--- src/rtl/pmod_io_adapter.sv ---
// Pad-side adapter: registers the video path onto the Tiny VGA PMOD pinout with
// optional 2x2 ordered dithering, and synchronises the SPI pins on the bidirectional PMOD.
module pmod_io_adapter #(
    parameter int COLOR_BITS    = 4,
    parameter int DITHER        = 1,
    parameter int HSYNC_POL     = 0,
    parameter int VSYNC_POL     = 0,
    parameter int SYNC_STAGES   = 2,
    parameter int MISO_TRISTATE = 1
) (
    input  logic                    clk,
    input  logic                    reset,
    input  logic [3*COLOR_BITS-1:0] rgb_in,
    input  logic                    de_in,
    input  logic                    hsync_in,
    input  logic                    vsync_in,
    input  logic                    next_vertical_in,
    input  logic                    next_frame_in,
    input  logic                    spi_miso,
    output logic [7:0]              uo_out,
    input  logic [7:0]              uio_in,
    output logic [7:0]              uio_out,
    output logic [7:0]              uio_oe,
    output logic                    spi_cs_s,
    output logic                    spi_mosi_s,
    output logic                    spi_sclk_rise,
    output logic                    spi_sclk_fall
);

    localparam logic HS_INV = (HSYNC_POL == 0);
    localparam logic VS_INV = (VSYNC_POL == 0);

    logic       x_par, y_par, de_prev;
    logic [1:0] thresh;
    logic [1:0] r_q, g_q, b_q;
    logic       hs_q, vs_q, nv_q, nf_q;

    // Bayer 2x2 threshold, indexed [y_par][x_par] = {{0,2},{3,1}}
    always_comb begin
        thresh = 2'd0;
        case ({y_par, x_par})
            2'b00:   thresh = 2'd0;
            2'b01:   thresh = 2'd2;
            2'b10:   thresh = 2'd3;
            default: thresh = 2'd1;
        endcase
    end

    for (genvar ch = 0; ch < 3; ch++) begin : g_chan
        logic [COLOR_BITS-1:0] c;
        logic [1:0]            q;
        logic [1:0]            f;
        logic [1:0]            lvl;

        assign c = rgb_in[ch*COLOR_BITS +: COLOR_BITS];
        assign q = c[COLOR_BITS-1 -: 2];

        if (COLOR_BITS >= 4) begin : g_f4
            assign f = c[COLOR_BITS-3 -: 2];
        end else if (COLOR_BITS == 3) begin : g_f3
            assign f = {c[0], 1'b0};
        end else begin : g_f2
            assign f = 2'b00;
        end

        // Round up only below full scale so the level saturates instead of wrapping
        always_comb begin
            lvl = q;
            if (DITHER != 0 && f > thresh && q != 2'b11)
                lvl = q + 2'd1;
        end
    end

    always_ff @(posedge clk or posedge reset) begin
        if (reset) begin
            r_q     <= 2'b00;
            g_q     <= 2'b00;
            b_q     <= 2'b00;
            hs_q    <= HS_INV;
            vs_q    <= VS_INV;
            nv_q    <= 1'b0;
            nf_q    <= 1'b0;
            x_par   <= 1'b0;
            y_par   <= 1'b0;
            de_prev <= 1'b0;
        end else begin
            r_q     <= de_in ? g_chan[2].lvl : 2'b00;
            g_q     <= de_in ? g_chan[1].lvl : 2'b00;
            b_q     <= de_in ? g_chan[0].lvl : 2'b00;
            hs_q    <= hsync_in ^ HS_INV;
            vs_q    <= vsync_in ^ VS_INV;
            nv_q    <= next_vertical_in;
            nf_q    <= next_frame_in;
            x_par   <= de_in ? ~x_par : 1'b0;
            de_prev <= de_in;
            if (vsync_in)
                y_par <= 1'b0;
            else if (de_prev && !de_in)
                y_par <= ~y_par;
        end
    end

    assign uo_out = {hs_q, b_q[0], g_q[0], r_q[0], vs_q, b_q[1], g_q[1], r_q[1]};

    logic [SYNC_STAGES-1:0] cs_sync, mosi_sync, sclk_sync;
    logic                   sclk_d;

    // CS chain resets high so the link starts deselected
    always_ff @(posedge clk or posedge reset) begin
        if (reset) begin
            cs_sync   <= '1;
            mosi_sync <= '0;
            sclk_sync <= '0;
            sclk_d    <= 1'b0;
        end else begin
            cs_sync   <= {cs_sync[SYNC_STAGES-2:0], uio_in[0]};
            mosi_sync <= {mosi_sync[SYNC_STAGES-2:0], uio_in[1]};
            sclk_sync <= {sclk_sync[SYNC_STAGES-2:0], uio_in[3]};
            sclk_d    <= sclk_sync[SYNC_STAGES-1];
        end
    end

    assign spi_cs_s      = cs_sync[SYNC_STAGES-1];
    assign spi_mosi_s    = mosi_sync[SYNC_STAGES-1];
    assign spi_sclk_rise = sclk_sync[SYNC_STAGES-1] & ~sclk_d & ~spi_cs_s;
    assign spi_sclk_fall = ~sclk_sync[SYNC_STAGES-1] & sclk_d & ~spi_cs_s;

    logic miso_oe;
    assign miso_oe = (MISO_TRISTATE != 0) ? ~spi_cs_s : 1'b1;

    assign uio_out = {2'b00, nf_q, nv_q, 1'b0, spi_miso, 2'b00};
    assign uio_oe  = {2'b00, 2'b11, 1'b0, miso_oe, 2'b00};

    logic unused_pins;
    assign unused_pins = &{1'b0, uio_in[7:4], uio_in[2]};

endmodule

--- config.mk ---
export PLATFORM = sky130hd
export DESIGN_NAME = pmod_io_adapter
export DESIGN_NICKNAME = d
export VERILOG_FILES = /design/src/rtl/pmod_io_adapter.sv
export SDC_FILE = /design/constraint.sdc
export NUM_CORES = 1
export LEC_CHECK = 0
export CORE_ASPECT_RATIO = 1.25
export CORE_UTILIZATION = 38
export CTS_CLUSTER_DIAMETER = 60
export DETAILED_ROUTE_END_ITERATION = 8
export GPL_TIMING_DRIVEN = 0
export PLACE_DENSITY = 0.78
export SETUP_SLACK_MARGIN = 0.2
export SYNTH_ARGS = -nofsm -noshare
export SYNTH_HDL_FRONTEND = slang
export SYNTH_SLANG_ARGS = --single-unit
--- constraint.sdc ---
create_clock -name clk -period 1.8 [get_ports clk]
set_input_delay 0.36 -clock clk [delete_from_list [all_inputs] [get_ports clk]]
set_output_delay 0.36 -clock clk [all_outputs]
set_load 0.01 [all_outputs]
## After elaboration in Yosys (flattened, before gate mapping)

Cells that the tools add are included.

| cells by class | value |
|---|---|
| order comparisons | 3 |
| equal/unequal tests | 5 |
| add/subtract/negate cells | 3 |
| reductions and logical operators | 7 |
| muxes and demuxes | 10 |
| bitwise operators | 11 |

Operators with widths:

| cell | count |
|---|---|
| $mux W2 | 6 |
| $not A1 Y1 | 7 |
| $add A2 B1 Y2 const B | 3 |
| $gt A2 B2 Y1 | 3 |
| $ne A2 B2 Y1 const B | 3 |
| $pmux W2 S3 | 1 |
| $and A1 B1 Y1 | 4 |
| $logic_and A1 B1 Y1 | 4 |
| $mux W1 | 3 |
| $eq A2 B1 Y1 const B | 1 |
| $eq A2 B2 Y1 const B | 1 |
| $logic_not A2 Y1 | 1 |
| $reduce_bool A2 Y1 | 1 |
| $logic_not A1 Y1 | 1 |

| word-level totals | value |
|---|---|
| input port bits | 28 |
| register bits | 20 |
| logic and storage cells | 53 |
| output and inout bits | 28 |

## Longest topological paths before layout

| depth | value |
|---|---|
| depth in word-level cells | 6 |
| mapped depth | 7 |
| mapped depth without buffers | 7 |

## Worst setup path after synthesis

No wires, ideal clock.

| path | value |
|---|---|
| path type | flip-flop to flip-flop |
| from | register y_par |
| to | register r_q[0] |
| buffers on the path | 0 |
| clock period less this slack | 1.624 ns |
| stages on the path, launching flop included | 7 |
| data arrival time | 1.497 ns |
| path slack | 0.176 ns |
| required time | 1.674 ns |
| cell sequence | dfrtp_1 ha_1 or2_2 ha_1 a21oi_1 o21ai_2 mux2i_1 |

| between the ends | value |
|---|---|
| longest elaborated chain between the ends | 6 |

Ends and longest elaborated chain:

| what | RTL line | text |
|---|---|---|
| start, declared | 33 | `logic x_par, y_par, de_prev;` |
| start signal, assigned | 99 | `y_par <= ~y_par;` |
| $eq A2 B2 Y1 (tied with other cells) | 41 | `case ({y_par, x_par})` |
| $pmux W2 S3 (*) | 41 |  |
| $gt A2 B2 Y1 (*) | 69 | `if (DITHER != 0 && f > thresh && q != 2'b11)` |
| $logic_and A1 B1 Y1 (*) | 69 |  |
| $mux W2 (*) | 69 |  |
| $mux W2 (*) | 87 | `r_q <= de_in ? g_chan[2].lvl : 2'b00;` |
| end signal, assigned | 87 |  |
| end, declared | 35 | `logic [1:0] r_q, g_q, b_q;` |

Mark *: on every way between the ends. The rest lies on a longest branch, timed or not.
A chain may end at the register's enable or synchronous reset.

## Worst setup path in the final report

| path | value |
|---|---|
| from | register y_par |
| to | register g_q[1] |

| between the ends | value |
|---|---|
| longest elaborated chain between the ends | 6 |

Ends and longest elaborated chain:

| what | RTL line | text |
|---|---|---|
| $eq A2 B2 Y1 (tied with other cells) | 41 |  |
| $pmux W2 S3 (*) | 41 |  |
| $gt A2 B2 Y1 (*) | 69 |  |
| $logic_and A1 B1 Y1 (*) | 69 |  |
| $mux W2 (*) | 69 |  |
| $mux W2 (*) | 88 | `g_q <= de_in ? g_chan[1].lvl : 2'b00;` |
| end signal, assigned | 88 |  |
| end, declared | 35 |  |

Marked as above.

==> flow_summary.json <==
{
  "outcome": "finished, final reports clean",
  "startpoint_type": "register",
  "start_util_pct": 41.29,
  "grt_pass1_vias": 758,
  "finalWirelength_um": 2189,
  "setup.worst_path.class": "reg2reg",
  "diodes": 0,
  "routabilityCongestion": 0.7055,
  "drv_cap": 0,
  "grt_max_degree": 21,
  "synth_edf_count": 0,
  "relSlewSlack_pct": 51.28,
  "vias": 780,
  "overflow": 0,
  "worstPathRequired_ns": 2.01,
  "clkTransAtPathRegs_ns": 0.11,
  "detail_route.iter0.violations": 11,
  "leakagePower_nw": 0.7975,
  "finalNetCount": 188,
  "power_switching_mw": 0.3035,
  "max_slew.worst_pin.slew_ns": 0.7300,
  "final_max_slew_viol_count": 0,
  "fin_skew_ns": 0.005793,
  "synth.top_cells.by_count": "buf_4 (19), dfrtp_1 (16), ha_1 (11)",
  "cpPeakStageDelay_ns": 0.45,
  "syn-mean-instance-area_sq_um": 11.10,
  "die_y_um": 60.59,
  "yosysMostFrequentCell": "buf_4",
  "track_usage_pct": 15.65,
  "ys_seq_area_share_pct": 48.44,
  "crit_path_max_fanout": 3,
  "post_drt_wl_per_cell_um": 12.09,
  "cts.sinks": 20,
  "yosysUniqueCellTypes": 17,
  "synthArstFlopShare_pct": 100.0,
  "p_sw_share_pct": 26.75,
  "htree_levels": 1,
  "design.die.area_sq_mm": 0.002961,
  "cts_buffers": 3,
  "clock_path_buffers": 2,
  "syn_area_sq_mm": 0.001044,
  "arrival_ns": 1.85,
  "fin_area_sq_mm": 0.001648,
  "p_seq_share_pct": 44.4,
  "syn_to_final_growth_pct": 57.91,
  "hold_violations": 0,
  "final_util_pct": 65.20,
  "grt_pass1_wl_um": 3305,
  "place_area_sq_mm": 0.001504,
  "fmax_ghz": 0.6094,
  "synth.area.top_cells": "dfrtp_1 (38%), buf_4 (14%), ha_1 (13%)",
  "drc": 0,
  "antenna_found_initial": 0,
  "vdd_drop_max_mv": 0.4164,
  "min_period_ns": 1.641,
  "cts_tree": "yes",
  "p_comb_share_pct": 33.0,
  "first_pass_iters": 2,
  "power_density_mw_per_mm2": 688.7,
  "syn_inst": 94,
  "boundaryPins": 56,
  "clk_latency_ns": 0.30,
  "cts-root-buf": "clkbuf_4",
  "endpoint_kind": "register",
  "core_sq_mm": 0.002527,
  "worstPathCellList": "ha_2 > or2_4 > ha_4 > a21oi_2 > o21ai_2 > mux2i_1",
  "tns_ns": 0,
  "rows": 20,
  "yosys.area.top_type": "dfrtp_1",
  "crit_path_top_delay_cell": "dfrtp_2",
  "antenna_left": 0,
  "fill_cells": 206,
  "fin_crit_sh_pct": 91.16,
  "setup_viol": 0,
  "power.internal_mw": 0.8313,
  "power_frac_clock_pct": 22.6,
  "vias_per_cell": 4.309,
  "yosys_warnings": 0,
  "synth_seq_cells": 20,
  "yosys.area.top_type_share_pct": 38.37,
  "drive_gt1_share_pct": 33.78,
  "rsz0062_at_grt": "yes",
  "hpwl_um": 1517,
  "die_w_um": 48.87,
  "hp-class": "reg2reg",
  "synth_top_flop_cell": "dfrtp_1",
  "port_buffers": 37
}
-- worst max-delay path: cells and delay by family (launching register included) --
family	cells	cell delay, ns
AO/OA/AOI/OAI	2	0.21
adder cells (fa/ha/maj)	2	0.43
flip-flops	1	0.45
multiplexers	1	0.19
AND/OR/NAND/NOR	1	0.27
-- final timing paths --
| check | from | to | slack (ns) | depth (start not counted) |
|---|---|---|---|---|
| max | y_par | g_q[1] | 0.16 | 6 |
| min reg2reg | mosi_sync[0] | mosi_sync[1] | 0.37 | 0 |
| min in group asynchronous | reset | de_prev | 0.47 | 2 |
| min | mosi_sync[0] | mosi_sync[1] | 0.37 | 0 |
| max in group asynchronous | reset | y_par | 0.82 | 2 |
| max reg2reg | y_par | g_q[1] | 0.16 | 6 |
-- routing by layer --
layer,vias to the layer above,track usage (%),part of all wire (%)
met1,362,15.96,36
li1,374,-,-
met2,36,29.76,55
met5,-,0,0
met3,8,3.008,5.8
met4,0,10.08,3.3
-- area by class of cell --
cell class / count / area [sq um] / share of cell area [%]
inverter: 8 / 30.03 / 1.822
clock buffer: 4 / 36.28 / 2.202
multi-input combinational: 57 / 514.2 / 31.21
sequential: 20 / 506.7 / 30.75
timing repair buffer: 40 / 376.6 / 22.85
buffer: 19 / 142.6 / 8.656
tap: 33 / 41.29 / 2.506
-- cells in the final DEF (no fill, tap or decap), types with 2 or more instances in the layout --
cell type,n
a21oi_2,3
buf_4,22
clkbuf_2,2
clkbuf_4,3
clkdlybuf4s50_1,29
conb_1,12
dfrtp_1,15
dfstp_2,4
dlygate4sd2_1,5
ha_1,3
ha_4,7
inv_1,7
mux2i_1,6
nand2_1,9
nand2b_1,2
nor2b_1,4
nor3b_1,2
o21ai_2,3
-- cells by family (layout without fill, tap and decap cells) --
group                      after synthesis  count (layout)  share of synthesized area [%]
adders and majority gates               11              11                          13.19
other                                    2              12                         0.7197
muxes                                    6               6                          5.756
and+or+nand+nor                         21              21                          10.55
AOI/OAI and AO/OA                        6               6                          3.957
DFF                                     20              20                          48.44
xor gates and xnor gates                 1               1                         0.8395
buffers and inverters                   27              71                          16.55
-- power groups by stage --
stage	logic [mW]	clock network (mW)	registers (mW)
finish	0.375	0.257	0.504
global route	0.405	0.281	0.507
CTS	0.344	0.267	0.504
detailed placement	0.319	0	0.511
global placement	0.306	0	0.509
floorplan	0.173	0	0.519
-- repair_timing --
item,in CTS,in global routing
pin swaps,5,6
hold buffers,0,0
setup buffers,1,2
endpoints found under the setup margin,14,9
gates resized for setup,16,10
endpoints found under the hold margin,0,0
-- per-stage QoR --
stage,instances,hold WS [ns],power (mW),setup slack (ns)
floorplan,104,0.3209,0.6922,0.1921
global placement,174,0.3331,0.8148,0.09560
detailed placement,174,0.3396,0.8298,0.03799
CTS,179,0.3652,1.115,0.1347
global route,181,0.3767,1.194,0.09509
finish,181,0.3664,1.135,0.1591
-- registers in the layout, summed over array words and instances, names as in the netlist --
register	flops
sclk_d	1
r_q	2
b_q	2
cs_sync	2
nf_q	1
x_par	1
hs_q	1
mosi_sync	2
de_prev	1
nv_q	1
vs_q	1
y_par	1
sclk_sync	2
g_q	2
Note: power is estimated with default switching activity, not from simulation.
